**src/rtl/reg_manager.sv**
```systemverilog
// Architectural register file with scoreboard: terminates write-back, detects RAW/WAW
// hazards against in-flight destinations, and issues bypassed operands through a one-entry stage.

package cpu_parameters;
    localparam int xlen = 32;
    localparam int nreg = 32;

    typedef struct packed {
        logic [xlen-1:0] data;
        logic [4:0]      adr;
    } wb_bus;
endpackage

module reg_manager
    import cpu_parameters::*;
(
    input  logic            clk,
    input  logic            rst,
    input  wb_bus           wb,
    input  logic            wb_valid,
    input  logic            flush,
    input  logic            dec_valid,
    output logic            dec_ready,
    input  logic [4:0]      dec_rs1,
    input  logic [4:0]      dec_rs2,
    input  logic [4:0]      dec_rd,
    input  logic            dec_rs1_use,
    input  logic            dec_rs2_use,
    input  logic            dec_rd_we,
    output logic            iss_valid,
    input  logic            iss_ready,
    output logic [xlen-1:0] iss_rs1_data,
    output logic [xlen-1:0] iss_rs2_data,
    output logic [4:0]      iss_rd,
    output logic            iss_rd_we
);

    logic [xlen-1:0] rf [nreg];
    logic [nreg-1:1] busy;

    logic [nreg-1:0] busy_all;
    logic [nreg-1:0] busy_set;
    logic [nreg-1:0] busy_clr;
    logic [nreg-1:0] busy_nxt;
    logic            wb_write;
    logic            rs1_hit;
    logic            rs2_hit;
    logic            rd_hit;
    logic            hazard;
    logic            accept;
    logic [xlen-1:0] rs1_val;
    logic [xlen-1:0] rs2_val;

    assign wb_write = wb_valid && (wb.adr != 5'd0);
    assign rs1_hit  = wb_write && (wb.adr == dec_rs1);
    assign rs2_hit  = wb_write && (wb.adr == dec_rs2);
    assign rd_hit   = wb_write && (wb.adr == dec_rd);

    // x0 is never busy: bit 0 of the full-width view is tied low.
    assign busy_all = {busy, 1'b0};

    assign hazard = (dec_rs1_use && busy_all[dec_rs1] && !rs1_hit)
                 || (dec_rs2_use && busy_all[dec_rs2] && !rs2_hit)
                 || (dec_rd_we   && busy_all[dec_rd]  && !rd_hit);

    assign dec_ready = !flush && !hazard && (!iss_valid || iss_ready);
    assign accept    = dec_valid && dec_ready;

    // NOTE: every signal written in always_comb gets a default first, so no latch is inferred.
    always_comb begin
        rs1_val = '0;
        rs2_val = '0;
        if (dec_rs1 != 5'd0)
            rs1_val = rs1_hit ? wb.data : rf[dec_rs1];
        if (dec_rs2 != 5'd0)
            rs2_val = rs2_hit ? wb.data : rf[dec_rs2];
    end

    // Clear first, then set, so an accept claiming r wins over a write-back retiring r.
    always_comb begin
        busy_clr = '0;
        busy_set = '0;
        if (wb_write)
            busy_clr[wb.adr] = 1'b1;
        if (accept && dec_rd_we)
            busy_set[dec_rd] = 1'b1;
        busy_nxt = (busy_all & ~busy_clr) | busy_set;
    end

    // NOTE: the register array is reset on purpose: reads after reset must return 0,
    // so it cannot be treated as an uninitialised RAM.
    always_ff @(posedge clk or posedge rst) begin
        if (rst) begin
            for (int i = 0; i < nreg; i++)
                rf[i] <= '0;
        end else if (wb_write) begin
            rf[wb.adr] <= wb.data;
        end
    end

    // NOTE: sequential state is updated with <= only; = would let other flops see the new value this edge.
    always_ff @(posedge clk or posedge rst) begin
        if (rst)
            busy <= '0;
        else if (flush)
            busy <= '0;
        else
            busy <= busy_nxt[nreg-1:1];
    end

    always_ff @(posedge clk or posedge rst) begin
        if (rst) begin
            iss_valid    <= 1'b0;
            iss_rs1_data <= '0;
            iss_rs2_data <= '0;
            iss_rd       <= '0;
            iss_rd_we    <= 1'b0;
        end else if (flush) begin
            iss_valid <= 1'b0;
        end else if (accept) begin
            iss_valid    <= 1'b1;
            iss_rs1_data <= rs1_val;
            iss_rs2_data <= rs2_val;
            iss_rd       <= dec_rd;
            iss_rd_we    <= dec_rd_we;
        end else if (iss_ready) begin
            iss_valid <= 1'b0;
        end
    end

endmodule

```
**config.mk**
```make
export PLATFORM = sky130hd
export DESIGN_NAME = reg_manager
export DESIGN_NICKNAME = d
export VERILOG_FILES = /design/src/rtl/reg_manager.sv
export SDC_FILE = /design/constraint.sdc
export NUM_CORES = 2
export LEC_CHECK = 0
export CAP_MARGIN = 20
export CORE_MARGIN = 2
export CORE_UTILIZATION = 35
export CTS_CLUSTER_SIZE = 24
export DETAILED_ROUTE_END_ITERATION = 12
export SETUP_SLACK_MARGIN = 0.1
export SYNTH_ARGS = -nofsm -noshare
export SYNTH_HDL_FRONTEND = slang
export SYNTH_SLANG_ARGS = --single-unit
```
**constraint.sdc**
```tcl
create_clock -name clk -period 63.2 [get_ports clk]
set_input_delay 18.96 -clock clk [delete_from_list [all_inputs] [get_ports clk]]
set_output_delay 18.96 -clock clk [all_outputs]
set_load 0.02 [all_outputs]
```
==> flow_metrics.py <==
metrics = {
    "run_status": {
        "status": "completed",
    },
    "pwr": {
        "comb_power_share_pct": 21.6,
        "p_seq_share_pct": 43.7,
        "vdd_drop_max_uv": 16.5,
        "swShare_pct": 26.9,
        "pwr-share-clk_pct": 34.7,
        "p_per_area_mw_per_mm2": 32.6,
        "internal_power_mw": 1.61,
        "power_leakage_nw": 28.4,
        "p_switching_mw": 0.591,
    },
    "clocking": {
        "post_cts_resized": 0,
        "clkSinkCount": 1126,
        "cts_buffer_depth": 3,
        "cts_hold_buf": 0,
        "cts_made_buffers": 132,
        "cts_tree": "done",
        "path_clk_slew_ns": 0.05,
        "cts_setup_buffers": 0,
        "htree_levels": 4,
        "clock_latency_ns": 0.77,
        "cts-root-buf": "clkbuf_16",
    },
    "cells_and_area": {
        "utilization_pct": 39.9,
        "multi_input_area_mm2": 0.0298,
        "design_area_mm2": 0.0674,
        "ff_latch_area_mm2": 0.0282,
        "nets": 3774,
        "area_growth_pct": 13.2,
        "fill_cells": 15372,
        "instances_no_fill": 6026,
        "final_layout_size_suffix_gt1_share_pct": 53.7,
    },
    "worst_setup_path": {
        "path_class": "in2out",
        "worst-path-buf-inv": 3,
        "max_stage_delay_ns": 0.76,
        "cp.required_ns": 44.24,
        "crit_fanout": 128,
        "critPathCapture": "dec_ready",
        "reg2reg_from": "busy[31]",
        "path_cells": "buf_8, buf_12, mux4_2, nor2_1, a211o_1, mux4_2, nor3b_2, nor3_1, clkdlybuf4s50_1",
        "ff2ff_path_depth": 7,
        "endpoint_kind": "primary output",
        "crit_path_start": "dec_rs1[1]",
        "critPathLaunchType": "primary input",
        "crit_family": "buffers and inverters",
        "worstReg2RegEnd": "iss_rs1_data[18]",
        "r2r_setup_slack_ns": 59.97,
        "path_common_cell": "mux4_2",
        "slowest_stage": "buf_12",
        "crit_cells": 9,
        "arrival_ns": 22.55,
    },
    "logic_synthesis": {
        "synth_top_area_cell": "dfrtp_1",
        "ys_seq_area_share_pct": 47.3,
        "netlist_instances": 3773,
        "yosys-top-cells-count": "1,126 x dfrtp_1, 1,017 x mux2_2, 626 x mux4_2, 288 x clkbuf_1, 88 x o21ai_0",
        "synthDistinctLibCells": 47,
        "async_flop_share_pct": 100,
        "synth_nets": 3834,
        "synth-main-ff-cell": "dfrtp_1",
        "syn_area_mm2": 0.0595,
        "netlist_top_cells_area": "dfrtp_1 47%, mux4_2 24%, mux2_2 19%",
        "synth_edf_count": 0,
        "synth.most_common_cell": "dfrtp_1",
        "ys_ff_latch": 1126,
        "yosysWarnings": 0,
        "avgSynthCellArea_um2": 15.8,
        "synth_top_area_share_pct": 47.3,
    },
    "floorplanning": {
        "num_rows": 151,
        "dieHeight_um": 416,
        "fp.dieW_um": 416,
        "core_area_mm2": 0.169,
        "dieArea_mm2": 0.173,
        "start_util_pct": 35.2,
        "ios": 133,
    },
    "sta": {
        "maxSlewViolCount": 0,
        "setup_viol": 0,
        "worst_slew_pin_slew_ns": 1.20,
        "clock_skew_ns": 0.0301,
        "slew_headroom_pct": 20.2,
        "hold_viol_final": 0,
        "holdWs_ns": 0.392,
        "fmax_mhz": 24.1,
        "fin_crit_sh_pct": 65.7,
        "rsz0062_at_grt": "false",
        "timing.setup.tns_ns": 0,
        "finalCriticalPeriod_ns": 41.51,
    },
    "route": {
        "ant_nets": 0,
        "viasPerCell": 5.99,
        "finalWirelength_um": 184000,
        "routedWlPerCell_um": 30.5,
        "vias": 36098,
        "post-route-drc-count": 0,
        "drt_iter0_markers": 3322,
        "dr.pass1.iters": 5,
    },
    "global_route": {
        "grtUsageTotal_pct": 21.3,
        "antenna_found_initial": 12,
        "grt_pass1_wl_um": 271000,
        "grt_pass1_vias": 37426,
        "overflow": 0,
        "grt_max_degree": 170,
    },
    "run": {
        "max_cap_viol_count": 0,
    },
    "placement": {
        "post-dp-hpwl_um": 98400,
        "dp.cells": 5788,
        "portBuffers": 132,
        "place.gp.congestion": 0.817,
        "placed_area_mm2": 0.0629,
    },
    "min_path": {
        "holdCritPathClass": "reg2reg",
    },
}
worst min path at each step:
| stage | start | endpoint | slack (ns) | cells past startpoint |
|---|---|---|---|---|
| after CTS | rf[1015] | rf[1015] | 0.40 | 0 |
| after floorplan | rf[1000] | rf[1000] | 0.44 | 1 |
| after global routing | rf[1020] | rf[1020] | 0.41 | 0 |
| after global placement | rf[1009] | rf[1009] | 0.38 | 0 |
| after detailed placement | rf[1018] | rf[1018] | 0.38 | 0 |
| final | rf[1015] | rf[1015] | 0.39 | 0 |
cell type report:
class | instances | area share (%)
clock inverters | 34 | 0.601
inverters | 4 | 0.0334
flip-flops and latches | 1126 | 41.8
clock buffers | 192 | 5.71
multi-input cells | 2211 | 44.3
diodes | 3 | 0.0111
well taps | 2218 | 4.12
repair buffers | 238 | 3.48
routing by layer:
layer  routed length, µm  GRT usage [%]  up-vias  part of all wire (%)
met2               84200           32.4     1297                    46
met4                5280           6.45       14                   2.9
met3               12500           4.56      323                   6.8
li1                    -              -    14521                     -
met5                  82              0        -                 0.045
met1               81500           30.4    19943                    44
sequential cells by signal, indices dropped and copies added (netlist names):
| name | count |
|---|---|
| iss_valid | 1 |
| iss_rd_we | 1 |
| iss_rs2_data | 32 |
| busy | 31 |
| iss_rs1_data | 32 |
| rf | 1024 |
| iss_rd | 5 |
per-stage QoR:
stage	total power, mW	setup slack [ns]
5_1_grt	2.29	21.55
3_5_place_dp	1.45	21.72
2_1_floorplan	1.30	12.53
4_1_cts	2.21	21.70
3_3_place_gp	1.43	21.70
6_report	2.20	21.69
power groups by stage:
| stage | clock (mW) | sequential [mW] | combinational, mW |
|---|---|---|---|
| floorplan | 0 | 0.960 | 0.340 |
| CTS | 0.777 | 0.958 | 0.478 |
| global placement | 0 | 0.962 | 0.471 |
| global route | 0.807 | 0.979 | 0.506 |
| detailed placement | 0 | 0.970 | 0.477 |
| finish | 0.762 | 0.960 | 0.474 |
cell usage in the layout, fill, tap and decap left out, types with 5 or more instances in the layout:
cell type / instances
clkbuf_1: 31
dfrtp_1: 1126
nor2_4: 15
o21a_1: 11
clkinv_2: 20
mux2i_1: 49
xnor2_1: 11
a22oi_1: 57
mux2_2: 1017
clkdlybuf4s50_1: 123
nand2_4: 11
a32o_1: 15
buf_4: 96
nor2b_1: 22
a21oi_1: 8
nand3_1: 10
mux4_2: 626
a221o_1: 10
nor3b_1: 18
a21o_1: 17
o21ai_0: 88
a211oi_1: 14
nor2_1: 41
buf_16: 5
clkbuf_16: 139
nand2b_1: 6
mux2_4: 48
nand2_1: 72
clkbuf_8: 26
bufinv_16: 8
nor3_2: 5
kinds of logic after synthesis:
kind of cell              after synthesis  synth area share (%)
DFF                                  1126                  47.3
muxes                                1740                  44.9
buffers and inverters                 436                  3.05
and+or+nand+nor                       227                  1.86
AOI/OAI and AO/OA                     229                  2.60
xor gates and xnor gates               15                 0.221
Power figures use the tool's default switching activity.
